<file path="src/rtl/sync_frame_pkg.sv">
// rtl/sync_frame_pkg.sv - shared state type, default sync pattern and index sizing for sync_frame_tx
package sync_frame_pkg;

  typedef enum logic [1:0] {
    ST_IDLE = 2'd0,
    ST_SYNC = 2'd1,
    ST_DATA = 2'd2,
    ST_GAP  = 2'd3
  } state_t;

  localparam logic [3:0] SYNC_PAT_DEFAULT = 4'b1101;

  // One counter serves all three phases, so it must reach the largest phase length minus one.
  function automatic int idx_width(input int a, input int b, input int c);
    int m;
    m = a;
    if (b > m) m = b;
    if (c > m) m = c;
    return (m <= 1) ? 1 : $clog2(m);
  endfunction

endpackage

</file>
<file path="src/rtl/frame_serializer.sv">
// rtl/frame_serializer.sv - payload shift register: parallel load, shift-left on enable, MSB out
module frame_serializer #(
  parameter int DATA_W = 8
) (
  input  logic              clk,
  input  logic              rst,
  input  logic              load,
  input  logic              shift,
  input  logic [DATA_W-1:0] din,
  output logic              msb
);

  logic [DATA_W-1:0] sr_q;

  always_ff @(posedge clk) begin
    if (rst) begin
      sr_q <= '0;
    end else if (load) begin
      sr_q <= din;
    end else if (shift) begin
      sr_q <= sr_q << 1;
    end
  end

  assign msb = sr_q[DATA_W-1];

endmodule

</file>
<file path="src/rtl/sync_frame_tx.sv">
// rtl/sync_frame_tx.sv - serial framer: sync pattern, MSB-first payload, zero guard gap
module sync_frame_tx
  import sync_frame_pkg::*;
#(
  parameter int                DATA_W   = 8,
  parameter int                SYNC_W   = 4,
  parameter logic [SYNC_W-1:0] SYNC_PAT = SYNC_PAT_DEFAULT,
  parameter int                GAP_LEN  = 2
) (
  input  logic              clk,
  input  logic              rst,
  input  logic              bit_en,
  input  logic [DATA_W-1:0] tx_data,
  input  logic              tx_valid,
  output logic              tx_ready,
  output logic              tx_bit,
  output logic              tx_active,
  output logic              frame_done
);

  localparam int IDX_W = idx_width(SYNC_W, DATA_W, GAP_LEN);
  localparam logic [IDX_W-1:0] SYNC_LAST = IDX_W'(SYNC_W - 1);
  localparam logic [IDX_W-1:0] DATA_LAST = IDX_W'(DATA_W - 1);
  localparam logic [IDX_W-1:0] GAP_LAST  = IDX_W'(GAP_LEN - 1);

  state_t            state_q, state_d;
  logic [IDX_W-1:0]  idx_q, idx_d;
  logic              bit_q, bit_d;
  logic              done_q, done_d;
  logic              ser_load, ser_shift, ser_msb;
  logic [SYNC_W-1:0] sync_rest;

  frame_serializer #(.DATA_W(DATA_W)) u_serializer (
    .clk   (clk),
    .rst   (rst),
    .load  (ser_load),
    .shift (ser_shift),
    .din   (tx_data),
    .msb   (ser_msb)
  );

  assign tx_ready   = (state_q == ST_IDLE) && !rst;
  assign tx_bit     = bit_q;
  assign tx_active  = (state_q != ST_IDLE);
  assign frame_done = done_q;

  always_ff @(posedge clk) begin
    if (rst) begin
      state_q <= ST_IDLE;
      idx_q   <= '0;
      bit_q   <= 1'b0;
      done_q  <= 1'b0;
    end else begin
      state_q <= state_d;
      idx_q   <= idx_d;
      bit_q   <= bit_d;
      done_q  <= done_d;
    end
  end

  // tx_bit is registered, so each branch loads the bit that will be on the line after the edge.
  always_comb begin
    state_d   = state_q;
    idx_d     = idx_q;
    bit_d     = bit_q;
    done_d    = 1'b0;
    ser_load  = 1'b0;
    ser_shift = 1'b0;
    sync_rest = SYNC_PAT << (idx_q + IDX_W'(1));
    case (state_q)
      ST_IDLE: begin
        bit_d = 1'b0;
        if (tx_valid && tx_ready) begin
          state_d  = ST_SYNC;
          idx_d    = '0;
          bit_d    = SYNC_PAT[SYNC_W-1];
          ser_load = 1'b1;
        end
      end
      ST_SYNC: begin
        if (bit_en) begin
          if (idx_q == SYNC_LAST) begin
            state_d   = ST_DATA;
            idx_d     = '0;
            bit_d     = ser_msb;
            ser_shift = 1'b1;
          end else begin
            idx_d = idx_q + IDX_W'(1);
            bit_d = sync_rest[SYNC_W-1];
          end
        end
      end
      ST_DATA: begin
        if (bit_en) begin
          if (idx_q == DATA_LAST) begin
            state_d = ST_GAP;
            idx_d   = '0;
            bit_d   = 1'b0;
          end else begin
            idx_d     = idx_q + IDX_W'(1);
            bit_d     = ser_msb;
            ser_shift = 1'b1;
          end
        end
      end
      ST_GAP: begin
        bit_d = 1'b0;
        if (bit_en) begin
          if (idx_q == GAP_LAST) begin
            state_d = ST_IDLE;
            idx_d   = '0;
            done_d  = 1'b1;
          end else begin
            idx_d = idx_q + IDX_W'(1);
          end
        end
      end
      default: begin
        state_d = ST_IDLE;
        idx_d   = '0;
        bit_d   = 1'b0;
      end
    endcase
  end

endmodule

</file>
<file path="config.mk">
export PLATFORM = sky130hd
export DESIGN_NAME = sync_frame_tx
export DESIGN_NICKNAME = d
export VERILOG_FILES = /design/src/rtl/sync_frame_pkg.sv /design/src/rtl/frame_serializer.sv /design/src/rtl/sync_frame_tx.sv
export SDC_FILE = /design/constraint.sdc
export NUM_CORES = 1
export LEC_CHECK = 0
export CELL_PAD_IN_SITES_DETAIL_PLACEMENT = 1
export CELL_PAD_IN_SITES_GLOBAL_PLACEMENT = 1
export CORE_UTILIZATION = 39
export CTS_CLUSTER_DIAMETER = 40
export CTS_CLUSTER_SIZE = 12
export DETAILED_ROUTE_END_ITERATION = 10
export HOLD_SLACK_MARGIN = 0.02
export PLACE_DENSITY_LB_ADDON = 0.1
export SKIP_CTS_REPAIR_TIMING = 1
export SYNTH_ARGS = -nofsm -noshare
export SYNTH_HDL_FRONTEND = slang
export SYNTH_SLANG_ARGS = --single-unit
</file>
<file path="constraint.sdc">
create_clock -name clk -period 2 [get_ports clk]
set_clock_uncertainty 0.05 [all_clocks]
set_input_delay 0.3 -clock clk [delete_from_list [all_inputs] [get_ports clk]]
set_output_delay 0.3 -clock clk [all_outputs]
set_load 0.05 [all_outputs]
</file>
==> results.toml, run 1 <==
[cts]
htree_num_levels = 1
path_clk_slew_ps = 100
cts-root-buf = "clkbuf_4"
cts-buffers-inserted = 3
cts_sinks = 15
clock_latency_ps = 290
tritoncts_clock_tree = "done"
clk_path_buf_depth = 2

[power_and_ir_drop]
power.static_leakage_nw = 0.414
vdd.ir_drop.worst_uv = 683
power-per-cell-area_nw_per_um2 = 1170

[critical_path]
crit_path_max_fanout = 6
data_required_time_at_the_worst_endpoint_ps = 2160
critPathKind = "reg -> reg"
arrival_ps = 2060
worst_setup_path_start_kind = "flip-flop"
worst_setup_path_end_kind = "flip-flop"

[global_routing]
number_of_global_route_vias_before_repair = 824
number_of_antenna_violations_at_the_first_check_in_global_routing = 0
grt_util_all_layers = 0.191
grt_start_max_net_pins = 19
global_route.overflow_total = 0
first_pass_grt_wire_length_microns = 3640

[cells_and_area]
n_diodes = 0
design_area_sq_um = 1180
layout-drive-gt1-share = 0.147
nets = 139
mostFrequentLayoutCell = "dfxtp_1"
finalNonFillerCells = 144
synthToLayoutAreaGrowth_pct = 26.9
most-common-layout-cells = "14 x dfxtp_1, 13 x clkdlybuf4s50_1, 9 x nor2_1"

[timing]
post-route-min-period_ps = 1910
final-setup-viol-count = 0
unrepaired_setup_endpoints_after_global_routing = "yes"
tightestPinTransition_ps = 492
drv_slew = 0
final.setup.tns_ps = 0
hold_viol_final = 0
period_share = 0.953
relSlewSlack = 0.671
worst_hold_slack_ps = 420
timing.fmax_ghz = 0.525

[floorplanning]
fp.coreArea_sq_um = 2230
num_rows = 17
fp.dieArea_sq_um = 2580
die_height_microns = 50.8
floorplan.initialDensity = 0.416
die_width_microns = 50.8
ios = 16

[placed_design]
cell_count_after_placement = 140
placed_cell_areas_sq_um = 1140
dp_hpwl_microns = 1600
numPortBuffers = 15
finalWeightedCongestion = 0.752

[worst_hold_path]
hold_path.class = "reg -> reg"

[detailed_routing]
initialDrtViolationCount = 11
route.detailed.drc = 0
avgRoutedWirePerCell_microns = 15.4
routed_via_density = 5.39
dr_total_vias = 776
wl_microns = 2210
drt_first_pass_iters = 4
detail-route-antenna-nets = 0

[logic_synthesis]
synth_seq_area_share = 0.323
xor_and_xnor_area_share_after_synthesis = 0
synth.avg_cell_area_sq_um = 9.58
yosys.cell_types.count = 31
combinational_family_with_the_most_area_after_synthesis = "compound AO/OA/AOI/OAI gates"
synth_fp_nets = 119
synthesis.area_sq_um = 930
syn_inst = 97
synthSimpleGateAreaFrac = 0.198
synth_compound_area_frac = 0.217
synth_adder_area_share = 0.135
post_synth_mux_area_share = 0.0754
yosysWarnings = 0
synth.ff_latch_count = 15

[run]
max_cap_viol_count = 0

[outcome]
run_status = "finished, final reports clean"
==> per-stage QoR <==
step / total power, mW / worst slack (ps) / utilization
floorplan: 0.921 / 124 / -
global placement: 1.16 / 55.9 / 0.511
detailed placement: 1.17 / 14.1 / 0.511
CTS: 1.36 / -21.2 / 0.523
global route: 1.46 / -2.16 / 0.528
finish: 1.38 / 94.1 / 0.528
==> worst paths after layout <==
check             slack [ps]                      end  depth (start not counted)             startpoint
setup / recovery          90  state_q[0]$_SDFFE_PP0P_                          6  idx_q[0]$_SDFFE_PP0P_
hold reg to reg          420      tx_bit$_SDFFE_PP0P_                          2    tx_bit$_SDFFE_PP0P_
hold / removal           420      tx_bit$_SDFFE_PP0P_                          2    tx_bit$_SDFFE_PP0P_
setup reg to reg          90  state_q[0]$_SDFFE_PP0P_                          6  idx_q[0]$_SDFFE_PP0P_
==> logic make-up (layout without fill, tap and decap cells) <==
| family | Yosys count | count (layout) |
|---|---|---|
| multiplexers | 7 | 7 |
| AO/OA/AOI/OAI | 23 | 23 |
| buffers and inverters | 11 | 30 |
| AND/OR/NAND/NOR | 31 | 31 |
| flip-flops | 15 | 15 |
| adder cells (fa/ha/maj) | 10 | 10 |
==> per-layer routing <==
layer | routed length, microns | global-route usage | share of wire | vias up
li1 | - | - | - | 388
met1 | 1020 | 0.220 | 0.46 | 370
met2 | 1100 | 0.344 | 0.50 | 16
met3 | 72 | 0.0625 | 0.033 | 2
met4 | 14 | 0.0370 | 0.0063 | 0
met5 | 0 | 0 | 0 | -
==> Yosys cell counts <==
| master | number | share of area |
|---|---|---|
| nand2b_1 | 3 | 0.020 |
| a221o_1 | 1 | 0.011 |
| a21oi_1 | 5 | 0.027 |
| a41oi_1 | 1 | 0.0094 |
| or4_1 | 2 | 0.016 |
| a221oi_2 | 1 | 0.016 |
| nor2b_1 | 2 | 0.013 |
| nor3_2 | 1 | 0.011 |
| nand3b_1 | 2 | 0.016 |
| ha_1 | 10 | 0.13 |
| o31ai_1 | 1 | 0.0081 |
| o41ai_1 | 1 | 0.0094 |
| a2bb2oi_1 | 1 | 0.0094 |
| buf_6 | 1 | 0.012 |
| nor3_1 | 1 | 0.0054 |
| and2_1 | 1 | 0.0067 |
| nand2_1 | 5 | 0.020 |
| nand4bb_1 | 1 | 0.012 |
| a21oi_4 | 1 | 0.018 |
| o2bb2ai_4 | 1 | 0.030 |
| o221ai_1 | 1 | 0.0094 |
| nand3b_4 | 1 | 0.022 |
| clkbuf_1 | 2 | 0.0081 |
| a211oi_1 | 8 | 0.065 |
| mux2i_1 | 7 | 0.075 |
| nand3_1 | 1 | 0.0054 |
| o21ai_0 | 1 | 0.0054 |
| nor2_1 | 10 | 0.040 |
| nor4b_1 | 1 | 0.0094 |
| inv_1 | 8 | 0.032 |
| dfxtp_1 | 15 | 0.32 |
==> layout make-up <==
| type | count | area (sq um) |
|---|---|---|
| Inverter | 8 | 30.0 |
| Tap cell | 28 | 35.0 |
| Fill cell | 260 | 1050 |
| Clock buffer | 4 | 26.3 |
| Sequential cell | 15 | 302 |
| Timing Repair Buffer | 18 | 193 |
| Multi-Input combinational cell | 71 | 594 |
==> flip-flops by register name, indices dropped and copies added, names as in the netlist <==
register           flops
state_q                2
u_serializer.sr_q      8
frame_done             1
idx_q                  3
tx_bit                 1
==> critical path: stages, from the launching register on <==
cell and delay [ps]:
dfxtp_1 400, ha_1 250, ha_1 190, inv_1 60, a221oi_2 420, o221ai_1 200
a211oi_1 250
==> where the power goes <==
group          total (mW)  switching (mW)  internal (mW)
logic               0.796           0.451          0.345
registers           0.393          0.0362          0.357
clock network       0.190           0.112         0.0777
total                1.38           0.599          0.780
Power figures use the tool's default switching activity.
==> run 2: changes to the inputs <==
Settings changed: PLACE_DENSITY_LB_ADDON 0.1 to 0.3.
==> results.toml, run 2 (same netlist as run 1, synthesis figures left out) <==
[global_routing]
number_of_global_route_vias_before_repair = 792
grt_start_max_net_pins = 19
first_pass_grt_wire_length_microns = 3620
number_of_antenna_violations_at_the_first_check_in_global_routing = 0
global_route.overflow_total = 0
grt_util_all_layers = 0.185

[floorplanning]
num_rows = 17
floorplan.initialDensity = 0.416
die_width_microns = 50.8
fp.dieArea_sq_um = 2580
die_height_microns = 50.8
ios = 16
fp.coreArea_sq_um = 2230

[cells_and_area]
biggest_registers_after_layout = "u_serializer.sr_q (8), idx_q (3), state_q (2)"
nets = 139
layout.area.seq_sq_um = 300
largest_register = "u_serializer.sr_q"
design_area_sq_um = 1200
n_diodes = 0
mostFrequentLayoutCell = "dfxtp_1"
area_used_by_multi_input_combinational_logic_sq_um = 611
largest_register_ffs = 8
synthToLayoutAreaGrowth_pct = 28.7
layout-drive-gt1-share = 0.164
filler_cell_count = 259
most-common-layout-cells = "15 x dfxtp_1, 13 x clkdlybuf4s50_1, 9 x nor2_1"

[critical_path]
cpLargestDelayFamily = "buffers and inverters"
data_required_time_at_the_worst_endpoint_ps = 1650
critical-path-max-stage-delay_ps = 340
worst_setup_path_end_kind = "output port"
critPathKind = "reg -> out"
critical-path-top-cell-by-count = "inv_1"
arrival_ps = 1520
worstPathBufferInverterCount = 3
crit_path_max_fanout = 4
worst_setup_path_start_kind = "flip-flop"
crit_path_top_delay_cell = "dfxtp_1"
path_cells = "inv_1, ha_2, inv_1, nor2_2, buf_12"

[timing]
relSlewSlack = 0.658
worst_hold_slack_ps = 411
final-setup-viol-count = 0
period_share = 0.936
worst_slack_ps = 129
timing.fmax_ghz = 0.534
tightestPinTransition_ps = 512
post-route-min-period_ps = 1870
hold_viol_final = 0
unrepaired_setup_endpoints_after_global_routing = "yes"
drv_slew = 0

[cts]
cts-root-buf = "clkbuf_4"
tritoncts_clock_tree = "done"
clock_latency_ps = 280
cts-buffers-inserted = 3
clk_path_buf_depth = 2
cts_sinks = 15
path_clk_slew_ps = 100
htree_num_levels = 1

[placed_design]
dp_slack_ps = 67.3
finalWeightedCongestion = 0.822
numPortBuffers = 15
placed_cell_areas_sq_um = 1140
dp_hpwl_microns = 1580

[power_and_ir_drop]
vdd.ir_drop.worst_uv = 913
power.static_leakage_nw = 0.415
power-per-cell-area_nw_per_um2 = 1150

[detailed_routing]
route.detailed.drc = 0
detail-route-antenna-nets = 0
avgRoutedWirePerCell_microns = 14.1
dr_total_vias = 784
initialDrtViolationCount = 13
routed_via_density = 5.44
drt_first_pass_iters = 4
wl_microns = 2030

[outcome]
run_status = "finished, final reports clean"

[worst_hold_path]
hold_path.class = "reg -> reg"

[run]
max_cap_viol_count = 0
-- run 2: cell count changes in the layout (fill, tap and decap cells not counted) --
cell and delta:
ha_1 -2, ha_2 +2, a221oi_2 -1, a221oi_4 +1, clkbuf_1 -1, clkinv_2 +1, dfxtp_1 +1, dfxtp_2 -1
-- run 2: layer usage --
metal / vias to the layer above / wire length, microns / track usage
met4: 0 / 8 / 0.0417
met5: - / 0 / 0
met3: 2 / 52 / 0.0357
li1: 391 / - / -
met2: 11 / 988 / 0.309
met1: 380 / 983 / 0.245
-- run 2: where the power goes --
group	switching, mW	leakage (nW)	internal (mW)
sequential	0.0359	0.123	0.355
clock	0.103	0.0177	0.0741
combinational	0.447	0.275	0.362
total	0.586	0.415	0.792
-- run 2: worst paths after layout --
path	from	end	slack, ps	cells after the start
max	state_q[0]$_SDFFE_PP0P_	tx_ready	130	5
min	tx_bit$_SDFFE_PP0P_	tx_bit$_SDFFE_PP0P_	410	2
max reg2reg	idx_q[0]$_SDFFE_PP0P_	state_q[0]$_SDFFE_PP0P_	150	6
min reg2reg	tx_bit$_SDFFE_PP0P_	tx_bit$_SDFFE_PP0P_	410	2
-- run 2: metrics by stage --
step	setup TNS [ps]	power, mW	utilization	cells
after floorplan	0	0.921	-	97
after global placement	0	1.14	0.511	140
after detailed placement	0	1.16	0.511	140
after CTS	0	1.34	0.523	144
after global routing	-14.4	1.47	0.536	144
final	0	1.38	0.536	144
-- run 2: cell type report --
class	count	share of cell area
clock buffers	3	0.0188
flip-flops and latches	15	0.251
well taps	28	0.0293
clock inverters	1	0.00418
repair buffers	18	0.161
multi-input cells	71	0.510
inverters	8	0.0251
-- run 2: tightest hold or removal path: stages (launching register included) --
cell	delay (ps)
dfxtp_1	320
nand2_1	50
a21oi_1	50
